==> src/rtl/systolic_row_feeder.sv <==
// Skewed row feeder for a DEPTH x DEPTH systolic array.
// Snapshots a matrix on start and streams it diagonally, one step per cycle.
module systolic_row_feeder #(
  parameter int DATA_WIDTH = 8,
  parameter int DEPTH      = 8
) (
  input  logic                              clk,
  input  logic                              reset,
  input  logic                              start,
  input  logic                              stall,
  input  logic [DEPTH*DEPTH*DATA_WIDTH-1:0] matrix_in,
  output logic [DEPTH*DATA_WIDTH-1:0]       row_data,
  output logic [DEPTH-1:0]                  row_valid,
  output logic [$clog2(2*DEPTH)-1:0]        step,
  output logic                              busy,
  output logic                              done
);

  localparam int SW = $clog2(2*DEPTH);
  localparam logic [SW-1:0] LAST = SW'(2*DEPTH-2);

  typedef enum logic [1:0] {
    IDLE,
    STREAM,
    FINISH
  } state_e;

  state_e state_q, state_d;
  logic [SW-1:0] t_q, t_d;
  logic [DATA_WIDTH-1:0] mat_q [DEPTH][DEPTH];
  logic load_en;

  logic [DEPTH*DATA_WIDTH-1:0] row_data_q, row_data_d;
  logic [DEPTH-1:0] row_valid_q, row_valid_d;
  logic [SW-1:0] step_q, step_d;
  logic busy_q, busy_d;
  logic done_q, done_d;

  logic [DEPTH*DATA_WIDTH-1:0] skew_data;
  logic [DEPTH-1:0] skew_valid;

  // Lane r at step t carries M[r][t-r] when that column exists.
  always_comb begin
    skew_data  = '0;
    skew_valid = '0;
    for (int r = 0; r < DEPTH; r++) begin
      for (int c = 0; c < DEPTH; c++) begin
        if (t_q == SW'(r + c)) begin
          skew_data[r*DATA_WIDTH +: DATA_WIDTH] = mat_q[r][c];
          skew_valid[r] = 1'b1;
        end
      end
    end
  end

  always_comb begin
    state_d     = state_q;
    t_d         = t_q;
    load_en     = 1'b0;
    row_data_d  = row_data_q;
    row_valid_d = row_valid_q;
    step_d      = step_q;
    busy_d      = busy_q;
    done_d      = done_q;
    unique case (state_q)
      IDLE: begin
        done_d = 1'b0;
        if (start) begin
          load_en = 1'b1;
          t_d     = '0;
          state_d = STREAM;
        end
      end
      STREAM: begin
        if (!stall) begin
          row_data_d  = skew_data;
          row_valid_d = skew_valid;
          step_d      = t_q;
          busy_d      = 1'b1;
          if (t_q == LAST) begin
            state_d = FINISH;
          end else begin
            t_d = t_q + 1'b1;
          end
        end
      end
      FINISH: begin
        if (!stall) begin
          row_data_d  = '0;
          row_valid_d = '0;
          step_d      = '0;
          busy_d      = 1'b0;
          done_d      = 1'b1;
          state_d     = IDLE;
        end
      end
      default: state_d = IDLE;
    endcase
  end

  always_ff @(posedge clk) begin
    if (reset) begin
      state_q     <= IDLE;
      t_q         <= '0;
      row_data_q  <= '0;
      row_valid_q <= '0;
      step_q      <= '0;
      busy_q      <= 1'b0;
      done_q      <= 1'b0;
    end else begin
      state_q     <= state_d;
      t_q         <= t_d;
      row_data_q  <= row_data_d;
      row_valid_q <= row_valid_d;
      step_q      <= step_d;
      busy_q      <= busy_d;
      done_q      <= done_d;
    end
  end

  always_ff @(posedge clk) begin
    for (int r = 0; r < DEPTH; r++) begin
      for (int c = 0; c < DEPTH; c++) begin
        if (reset) begin
          mat_q[r][c] <= '0;
        end else if (load_en) begin
          mat_q[r][c] <=
            matrix_in[(r*DEPTH+c)*DATA_WIDTH +: DATA_WIDTH];
        end
      end
    end
  end

  assign row_data  = row_data_q;
  assign row_valid = row_valid_q;
  assign step      = step_q;
  assign busy      = busy_q;
  assign done      = done_q;

endmodule

==> config.mk <==
export PLATFORM = sky130hd
export DESIGN_NAME = systolic_row_feeder
export DESIGN_NICKNAME = d
export VERILOG_FILES = /design/src/rtl/systolic_row_feeder.sv
export SDC_FILE = /design/constraint.sdc
export NUM_CORES = 1
export LEC_CHECK = 0
export ABC_CLOCK_PERIOD_IN_PS = 27400
export BUFFER_PORTS_ARGS = -buffer_cell sky130_fd_sc_hd__buf_2
export CELL_PAD_IN_SITES_DETAIL_PLACEMENT = 1
export CELL_PAD_IN_SITES_GLOBAL_PLACEMENT = 1
export CORE_MARGIN = 1.5
export CORE_UTILIZATION = 40
export DETAILED_ROUTE_END_ITERATION = 16
export PLACE_DENSITY_LB_ADDON = 0.2
export SKIP_CTS_REPAIR_TIMING = 1
export SLEW_MARGIN = 10
export SYNTH_ARGS = -nofsm -noshare
export SYNTH_HDL_FRONTEND = slang
export SYNTH_SLANG_ARGS = --single-unit
==> constraint.sdc <==
create_clock -name clk -period 27.4 [get_ports clk]
set_input_delay 1.37 -clock clk [delete_from_list [all_inputs] [get_ports clk]]
set_output_delay 1.37 -clock clk [all_outputs]
set_load 0.02 [all_outputs]
==> run_results.csv, run 1 <==
group,metric,value,unit
yosys,syn_nets,2658,
power_and_ir_drop,seq_power_share,50.4,%
die,rows,93,
clock_network,cts_tree,"built",
grt,grt_max_degree,134,
detailed_routing,via_per_inst,5.53,
timing,layout_setup_ws,22.90,ns
die,start_util,40.7,%
yosys,synth_top_family_by_area,"simple AND/OR/NAND/NOR gates",
power_and_ir_drop,power.internal,0.00164,W
job,cap_violations,0,
power_and_ir_drop,p_clk_share,42.8,%
place,port_buffers,593,
timing,relSlewSlack,20.8,%
yosys,netlist_area,0.0263,sq mm
detailed_routing,antenna_left,0,
grt,grt-ovfl-total,0,
yosys,syn_inst,2138,
detailed_routing,finalWirelength,95.5,mm
critical_path,r2r_end,"row_data[16]",
clock_network,clock-sinks,596,
cells_and_area,multi_input_area,0.00851,sq mm
die,fp.dieArea,0.0673,sq mm
yosys,synth-compound-area-share,15.1,%
critical_path,cp-end-kind,"register",
yosys,synth_mux_area_share,0,%
yosys,synth_xor_area_share,0.0999,%
die,io_pins,594,
clock_network,cts_buffer_depth,3,
place,dp_hpwl,66.5,mm
die,core_area,0.0647,sq mm
critical_path,criticalPathCategory,"in2reg",
timing,post-route-period-util,16.4,%
yosys,synth_area_per_cell,12.3,sq um
timing,slew_violations,0,
power_and_ir_drop,p_leak,12.6,nW
timing,timing.fmax,0.222,GHz
critical_path,regToRegSetupSlack,23.56,ns
critical_path,r2r_cells,7,
critical_path,reg2reg_from,"t_q[0]",
yosys,yosysWarningCount,0,
timing,clock_skew,0.0206,ns
yosys,synthSimpleGateAreaFrac,16.5,%
yosys,ys_seq_area_share,64.8,%
critical_path,cp_data_required_time,27.62,ns
cells_and_area,regArea,0.0171,sq mm
die,die_h,259,microns
timing,setup_tns,0,ns
timing,worstMarginPinSlew,1.19,ns
yosys,synth_cell_types,62,
critical_path,worstPathArrival,4.72,ns
yosys,ys_ff_latch,596,
cells_and_area,final_nets,3173,
timing,finalCriticalPeriod,4.50,ns
clock_network,cts_htree_levels,3,
detailed_routing,drtIter0Drc,1710,
critical_path,crit_chain,"buf_2 > buf_4 > nand2b_4 > buf_4 > buf_4",
cells_and_area,nFillCells,6930,
yosys,synth_edf_count,512,
hold_path,min_path_type,"reg2reg",
detailed_routing,drc,0,
clock_network,numCtsBuffers,68,
critical_path,crit_path_max_incr_delay,0.93,ns
detailed_routing,dr.pass1.iters,5,
critical_path,crit_fanout,82,
yosys,synthFlopType,"edfxtp_1",
timing,hold_ws,0.457,ns
critical_path,crit_start,"reset",
die,fp.dieW,259,microns
power_and_ir_drop,comb_power_share,6.8,%
yosys,synth_fa_ha_area_share,0.190,%
place,gp_congestion,0.875,
clock_network,clock_latency,0.61,ns
timing,rsz0062_at_grt,"no",
grt,antenna_found_initial,38,
status,status,"completed",
power_and_ir_drop,p_total,0.00212,W
critical_path,crit_top_cell,"buf_4",
detailed_routing,vias,19900,
timing,finalHoldViolCount,0,
power_and_ir_drop,p_switching,0.000482,W
grt,grt_pass1_vias,20700,
grt,grt_pass1_wl,135,mm
timing,setup_viol,0,
hold_path,hold_start,"row_valid[2]",
cells_and_area,area_growth,22.2,%
cells_and_area,layout-drive-gt1-share,28.2,%
power_and_ir_drop,p_per_area,66.0,mW/mm^2
clock_network,cts.reportedPaths.clkPinSlew,0.06,ns
place,place_ws,22.25,ns
critical_path,critPathSlowestCell,"buf_4",
critical_path,crit_path_start_kind,"input port",
yosys,synthArstFlopShare,0,%
power_and_ir_drop,netSwitchingFraction,22.7,%
clock_network,root_buffer,"clkbuf_16",
detailed_routing,wl_per_cell,26.6,microns
critical_path,crit_end,"mat_q[1][115]",
power_and_ir_drop,max-vdd-ir-drop,0.0348,mV
grt,gr-usage-all-layers,27.6,%
-- power groups by stage --
| stage | Combinational (W) | Clock [W] | Sequential, W |
|---|---|---|---|
| after floorplan | 0.0000711 | 0 | 0.00111 |
| after global placement | 0.000141 | 0 | 0.00109 |
| after detailed placement | 0.000145 | 0 | 0.00109 |
| after CTS | 0.000146 | 0.000923 | 0.00107 |
| after global routing | 0.000156 | 0.000957 | 0.00107 |
| final | 0.000145 | 0.000909 | 0.00107 |
-- kinds of logic after synthesis --
kind of cell | count (synthesis)
XOR/XNOR | 3
buffers and inverters | 187
flip-flops | 596
adder cells (fa/ha/maj) | 4
AO/OA/AOI/OAI | 589
AND/OR/NAND/NOR | 759
-- stage by stage --
stage | util (%) | instance area (sq um) | cells
6_report | 49.7 | 32200 | 3596
5_1_grt | 49.7 | 32100 | 3589
4_1_cts | 49.6 | 32100 | 3564
3_5_place_dp | 46.2 | 29900 | 3438
3_3_place_gp | 46.2 | 29900 | 3438
2_1_floorplan | - | 26300 | 2138
-- state kept, by name (all words and copies together) (netlist names) --
name / cells
mat_q: 512
t_q: 4
row_data: 64
state_q: 2
step: 4
done: 1
row_valid: 8
busy: 1
-- final cells by class --
type | count | area share, %
antenna | 32 | 0.249
clock buffer | 109 | 6.28
clock inverter | 17 | 0.588
inverter | 10 | 0.117
multi-input combinational | 1355 | 26.5
sequential | 596 | 53.1
tap | 855 | 3.33
timing repair buffer | 622 | 9.91
-- worst min path at each step --
stage,end,slack (ns),depth (start not counted)
after floorplan,row_data[56],0.50,2
after global placement,row_data[56],0.44,2
after detailed placement,row_data[9],0.45,2
after CTS,row_data[56],0.46,2
after global routing,row_data[9],0.49,2
final,row_valid[2],0.46,2
-- worst max-delay path, delay by kind of cell --
family | cells | cell delay (ns)
AND/OR/NAND/NOR | 1 | 0.71
buffers and inverters | 4 | 2.48
-- synthesized netlist by cell type (5+ instances only) --
library cell,number,share of area (%)
a221o_1,19,0.72
buf_4,17,0.49
buf_2,52,0.99
and2_1,512,12
o221a_2,8,0.34
o211ai_1,12,0.34
a22oi_1,71,2.0
a221oi_1,38,1.3
a21o_1,9,0.26
o21ai_0,99,1.9
inv_1,8,0.11
nand2_1,106,1.5
dfxtp_1,84,6.4
a22o_1,6,0.20
o32a_1,9,0.34
nor2b_1,16,0.38
a21oi_1,144,2.7
o221ai_1,28,0.93
o21a_1,15,0.43
o21ai_1,7,0.13
nand2b_1,5,0.12
a31oi_1,9,0.21
edfxtp_1,512,58
clkbuf_1,97,1.4
o2111ai_1,19,0.63
o32ai_1,7,0.23
nand3_1,7,0.13
a211oi_1,5,0.14
o22a_1,8,0.27
nor3_1,16,0.30
o22ai_1,59,1.4
nor2_1,74,1.1
-- metal layers --
layer | share of wire (%) | global-route usage [%]
met1 | 39 | 33.9
met2 | 50 | 46.2
met3 | 7.1 | 6.60
met4 | 3.4 | 12.3
met5 | 0.098 | 0
-- placed cells by master, fill, tap and decap left out, types with 15 or more instances in the layout --
master	n
buf_2	593
and2_1	512
edfxtp_1	512
a21oi_1	143
nand2_1	105
o21ai_0	99
dfxtp_1	82
nor2_1	73
a22oi_1	71
clkbuf_16	70
o22ai_1	59
a221oi_1	38
diode_2	32
buf_4	29
o221ai_1	28
clkbuf_1	27
o2111ai_1	19
a221o_1	19
nor3_1	16
o21a_1	15
Note: power is estimated with default switching activity, not from simulation.
==> inputs of run 2 (changes only) <==
Settings changed: ABC_CLOCK_PERIOD_IN_PS 27400 to 4000, CORE_UTILIZATION 40 to 39.
Clock period 27.4 ns to 4 ns, I/O delays scaled along.
==> run 2 against run 1 <==
  * The run now ends with negative hold slack left
  * Via count increased by 15%
  * Final area rose by 16%
  * Largest cell class unchanged
  * Final cell count up 15%
  * Global-route usage fell by 0.13 points
  * Sequential power grew to 6.9 times the previous value
  * Hold slack got worse by 0.50 ns
  * Sequential cell count unchanged
  * Sequential share of layout area decreased by 7.5 points
  * Worst setup slack got worse by 22 ns
  * Die area up 2.5%
  * Non-clock buffer count is 526 higher
==> run_results.csv, run 2 (same netlist as run 1, synthesis figures left out) <==
group,metric,value,unit
status,status,"finished with violations",
status,violations,"negative hold slack",
cells_and_area,largest_reg_flops,512,
clock_network,clock_latency,0.62,ns
detailed_routing,via_per_inst,5.54,
clock_network,cts_buffer_depth,3,
detailed_routing,drc,0,
detailed_routing,finalWirelength,113,mm
grt,grt_pass1_vias,20900,
timing,finalHoldViolCount,1,
power_and_ir_drop,max-vdd-ir-drop,0.299,mV
die,fp.dieArea,0.0690,sq mm
hold_path,min_path_type,"in2reg",
timing,post-route-period-util,80.9,%
hold_path,hold_start,"start",
grt,gr-usage-all-layers,27.5,%
clock_network,clock-sinks,596,
timing,relSlewSlack,23.1,%
critical_path,criticalPathCategory,"reg2reg",
timing,slew_violations,0,
detailed_routing,highest_layer,"met5",
cells_and_area,layout-drive-gt1-share,24.2,%
timing,timing.fmax,0.309,GHz
timing,setup_viol,0,
detailed_routing,dr.pass1.iters,5,
critical_path,crit_start,"t_q[1]",
grt,antenna_found_initial,32,
timing,setup_tns,0,ns
timing,finalCriticalPeriod,3.23,ns
cells_and_area,final_util,55.9,%
clock_network,numCtsBuffers,66,
timing,rsz0062_at_grt,"no",
grt,grt_pass1_wl,140,mm
detailed_routing,antenna_left,0,
place,port_buffers,593,
timing,worstMarginPinSlew,1.15,ns
die,io_pins,594,
detailed_routing,route.met3.wl,7.03,mm
detailed_routing,wl_met2,57.5,mm
critical_path,worstPathArrival,3.73,ns
clock_network,cts.reportedPaths.clkPinSlew,0.06,ns
critical_path,crit_path_max_incr_delay,0.60,ns
detailed_routing,drt-met1-wl,42.8,mm
timing,hold_ws,-0.0431,ns
timing,layout_setup_ws,0.766,ns
cells_and_area,final_common_cell,"buf_2",
detailed_routing,vias,22900,
die,core_area,0.0669,sq mm
detailed_routing,wl_per_cell,27.3,microns
critical_path,crit_fanout,43,
power_and_ir_drop,p_leak,14.8,nW
die,rows,95,
die,die_h,263,microns
power_and_ir_drop,p_per_area,401,mW/mm^2
critical_path,cp-end-kind,"register",
grt,grt_max_degree,273,
die,fp.dieW,263,microns
clock_network,cts_tree,"built",
cells_and_area,fin_cells,4132,
power_and_ir_drop,p_total,0.0150,W
clock_network,cts_htree_levels,3,
place,gp_congestion,0.943,
timing,clock_skew,0.0253,ns
die,start_util,39.3,%
clock_network,root_buffer,"clkbuf_16",
critical_path,crit_chain,"inv_1 > ha_4 > buf_4 > nand2b_1 > o22ai_1 > o32ai_1 > nand2_1 > o211ai_1",
place,place_ws,0.841,ns
cells_and_area,final_nets,3697,
critical_path,reg2reg_from,"t_q[1]",
cells_and_area,regMostFlops,"mat_q",
place,dp_cells,3470,
cells_and_area,most-common-layout-cells,"buf_2 (593), and2_1 (512), dlygate4sd3_1 (512), edfxtp_1 (512), a21oi_1 (143)",
critical_path,crit_path_start_kind,"register",
critical_path,cp_data_required_time,4.49,ns
cells_and_area,area_growth,42.2,%
job,cap_violations,0,
critical_path,critPathSlowestCell,"ha_4",
detailed_routing,drtIter0Drc,1935,
grt,grt-ovfl-total,0,
place,dp_hpwl,70.2,mm
run 2: cell types whose count changed in the layout (fill, tap and decap cells not counted), moves of 3 or more:
cell / delta
buf_12: +8
clkinv_1: +3
clkbuf_8: -6
diode_2: -4
buf_4: +6
clkinv_2: +5
dlygate4sd3_1: +512
clkinvlp_4: +3
clkbuf_1: -9
clkbuf_16: -3
run 2: report_power, final:
part           switching (W)  total (W)  leakage, nW  internal, W
Combinational       0.000749    0.00148         7.57     0.000731
Sequential          0.000181    0.00737         6.21      0.00719
Clock                0.00265    0.00614         1.03      0.00349
run 2: final timing paths:
path	to	slack, ns	depth (start not counted)
worst min register to register	row_valid[1]	0.46	2
worst max register to register	row_data[17]	0.77	8
worst min-delay path	state_q[0]	-0.04	3
worst max-delay path	row_data[17]	0.77	8
run 2: worst max-delay path, delay by kind of cell (launching register included):
family | cells | cell delay, ns
compound gates | 3 | 0.68
simple gates | 2 | 0.79
flops | 1 | 0.40
buf+inv | 2 | 0.62
fa+ha+maj | 1 | 0.60
run 2: layout make-up:
| cell class | count | area, sq um |
|---|---|---|
| antenna | 28 | 70.1 |
| tap | 873 | 1090 |
| fill | 6956 | 29500 |
| inverter | 10 | 37.5 |
| clock buffer | 91 | 1830 |
| sequential | 596 | 17100 |
| multi-input combinational | 1355 | 8510 |
| clock inverter | 31 | 303 |
| timing repair buffer | 1148 | 8520 |
run 2: through the flow:
| step | hold slack, ns | instance area, sq um |
|---|---|---|
| after floorplan | 0.360 | 26300 |
| final | -0.0431 | 37400 |
| after CTS | -0.176 | 32200 |
| after global placement | 0.445 | 30100 |
| after global routing | 0.00371 | 37400 |
| after detailed placement | 0.452 | 30100 |
run 2: per-layer routing:
layer  track usage [%]  vias up
li1                  -    10000
met1              34.9    11400
met2              46.8     1086
met3              4.91      310
met4              10.6        2
met5                 0        -
==> inputs of run 3 (changes only) <==
Settings changed: ABC_CLOCK_PERIOD_IN_PS 4000 to 2600.
Clock period 4 ns to 2.6 ns, I/O delays scaled along.
==> run 3 against run 2 <==
  * The run now ends clean
  * Wire length up 1.3%
  * Sequential share of layout area fell by 0.54 points
  * Final cell count grew 0.94%
  * Clock skew is 0.0061 ns lower
  * Count of clock-buffer cells in the layout grew 4
  * Sequential power up 53%
  * Die area unchanged
  * First-iteration DRC count increased by 18%
  * Largest cell class unchanged
==> run_results.csv, run 3 (same netlist as run 1, synthesis figures left out) <==
group,metric,value,unit
grt,antenna_found_initial,28,
clock_network,clock-sinks,596,
cells_and_area,nFillCells,7009,
detailed_routing,vias,23300,
power_and_ir_drop,p_total,0.0232,W
detailed_routing,antenna_left,0,
grt,grt-ovfl-total,0,
detailed_routing,dr.pass1.iters,5,
power_and_ir_drop,p_per_area,612,mW/mm^2
clock_network,clock_latency,0.60,ns
hold_path,min_path_type,"in2reg",
cells_and_area,layout-drive-gt1-share,25.0,%
timing,relSlewSlack,43.6,%
status,status,"completed",
die,start_util,39.3,%
grt,grt_max_degree,101,
die,die_h,263,microns
timing,post-route-period-util,96.6,%
critical_path,cp_data_required_time,3.06,ns
power_and_ir_drop,max-vdd-ir-drop,0.343,mV
place,gp_congestion,0.930,
die,io_pins,594,
place,port_buffers,593,
clock_network,cts_buffer_depth,3,
clock_network,cts_tree,"built",
timing,timing.fmax,0.398,GHz
detailed_routing,finalWirelength,114,mm
job,cap_violations,0,
timing,slew_violations,0,
timing,clock_skew,0.0192,ns
grt,grt_pass1_vias,21200,
clock_network,root_buffer,"clkbuf_16",
grt,grt_pass1_wl,139,mm
timing,setup_tns,0,ns
clock_network,numCtsBuffers,67,
critical_path,criticalPathCategory,"reg2reg",
detailed_routing,wl_per_cell,27.4,microns
cells_and_area,area_growth,43.9,%
power_and_ir_drop,p_leak,15.1,nW
hold_path,hold_start,"reset",
critical_path,reg2reg_from,"t_q[0]",
detailed_routing,drtIter0Drc,2274,
cells_and_area,final_common_cell,"buf_2",
critical_path,cp-end-kind,"register",
critical_path,r2r_cells,7,
timing,finalHoldViolCount,0,
timing,setup_viol,0,
clock_network,cts.reportedPaths.clkPinSlew,0.06,ns
critical_path,crit_path_start_kind,"register",
detailed_routing,drc,0,
die,core_area,0.0669,sq mm
cells_and_area,largest_reg_flops,512,
die,fp.dieArea,0.0690,sq mm
critical_path,r2r_end,"row_data[30]",
critical_path,worstPathArrival,2.97,ns
hold_path,min_path_cells,2,
place,dp_hpwl,71.3,mm
hold_path,hold_end,"row_valid[6]",
cells_and_area,most-common-layout-cells,"buf_2 (593), dlygate4sd3_1 (514), and2_1 (512), edfxtp_1 (512), a21oi_1 (143)",
timing,finalCriticalPeriod,2.51,ns
clock_network,cts_htree_levels,3,
die,fp.dieW,263,microns
cells_and_area,multi_input_area,0.00854,sq mm
detailed_routing,via_per_inst,5.58,
cells_and_area,regArea,0.0171,sq mm
cells_and_area,regMostFlops,"mat_q",
cells_and_area,final_nets,3740,
critical_path,regToRegSetupSlack,0.09,ns
critical_path,crit_fanout,21,
grt,gr-usage-all-layers,27.4,%
timing,worstMarginPinSlew,0.844,ns
die,rows,95,
[run 3: cell types whose count changed in the layout (fill, tap and decap cells not counted), moves of 2 or more]
| cell | previous run | this run |
|---|---|---|
| buf_4 | 35 | 65 |
| buf_12 | 8 | 17 |
| clkbuf_8 | 6 | 3 |
| clkbuf_16 | 67 | 71 |
| clkinv_2 | 10 | 12 |
| clkbuf_1 | 18 | 21 |
| dlygate4sd3_1 | 512 | 514 |
| clkinv_1 | 5 | 7 |
| clkinv_8 | 2 | 0 |
| inv_6 | 4 | 1 |
| clkinvlp_4 | 5 | 1 |
[run 3: where the power goes]
part | switching (W) | leakage, nW | internal (W)
sequential | 0.000269 | 6.21 | 0.0111
combinational | 0.00119 | 7.81 | 0.00117
clock | 0.00402 | 1.04 | 0.00548
[run 3: per-stage QoR]
stage | instance area (sq um) | utilization [%] | std cells | worst slack [ns] | hold WS [ns]
floorplan | 26300 | - | 2138 | -2.02 | 0.290
global placement | 30500 | 45.6 | 3510 | -0.0312 | 0.411
detailed placement | 30500 | 45.6 | 3510 | -0.0192 | 0.411
CTS | 32600 | 48.8 | 3630 | -0.0200 | -0.230
global route | 37900 | 56.6 | 4169 | -0.0588 | 0.0607
finish | 37900 | 56.6 | 4171 | 0.0886 | 0.0528
[run 3: cell type report]
class                           instances  area share, %
Sequential cell                       596           45.1
Clock buffer                           95           5.01
Antenna cell                           27          0.178
Timing Repair Buffer                 1190           23.6
Tap cell                              873           2.88
Multi-Input combinational cell       1355           22.5
Clock inverter                         25          0.588
Inverter                               10         0.0991
[run 3: critical path, cell delays in order, from the launching register on]
cell,delay [ns]
dfxtp_1,0.42
buf_4,0.18
ha_4,0.37
nand3b_2,0.42
nand2_2,0.42
a21oi_1,0.12
a21oi_1,0.31
o22ai_1,0.12
[run 3: worst max path at each step]
stage	cells past startpoint	end	start	slack, ns
floorplan	4	mat_q[0][0]	state_q[0]	-2.02
global placement	8	row_data[15]	t_q[1]	-0.03
detailed placement	8	row_data[15]	t_q[1]	-0.02
CTS	8	row_data[15]	t_q[1]	-0.02
global route	9	row_data[6]	t_q[0]	-0.06
finish	7	row_data[30]	t_q[0]	0.09
[run 3: layer usage]
metal | vias to the layer above | routed length [microns] | track usage [%]
met1 | 11700 | 43600 | 34.4
met4 | 2 | 5710 | 11.0
met2 | 1109 | 58000 | 47.1
met3 | 327 | 6910 | 4.35
met5 | - | 13 | 0
li1 | 10100 | - | -
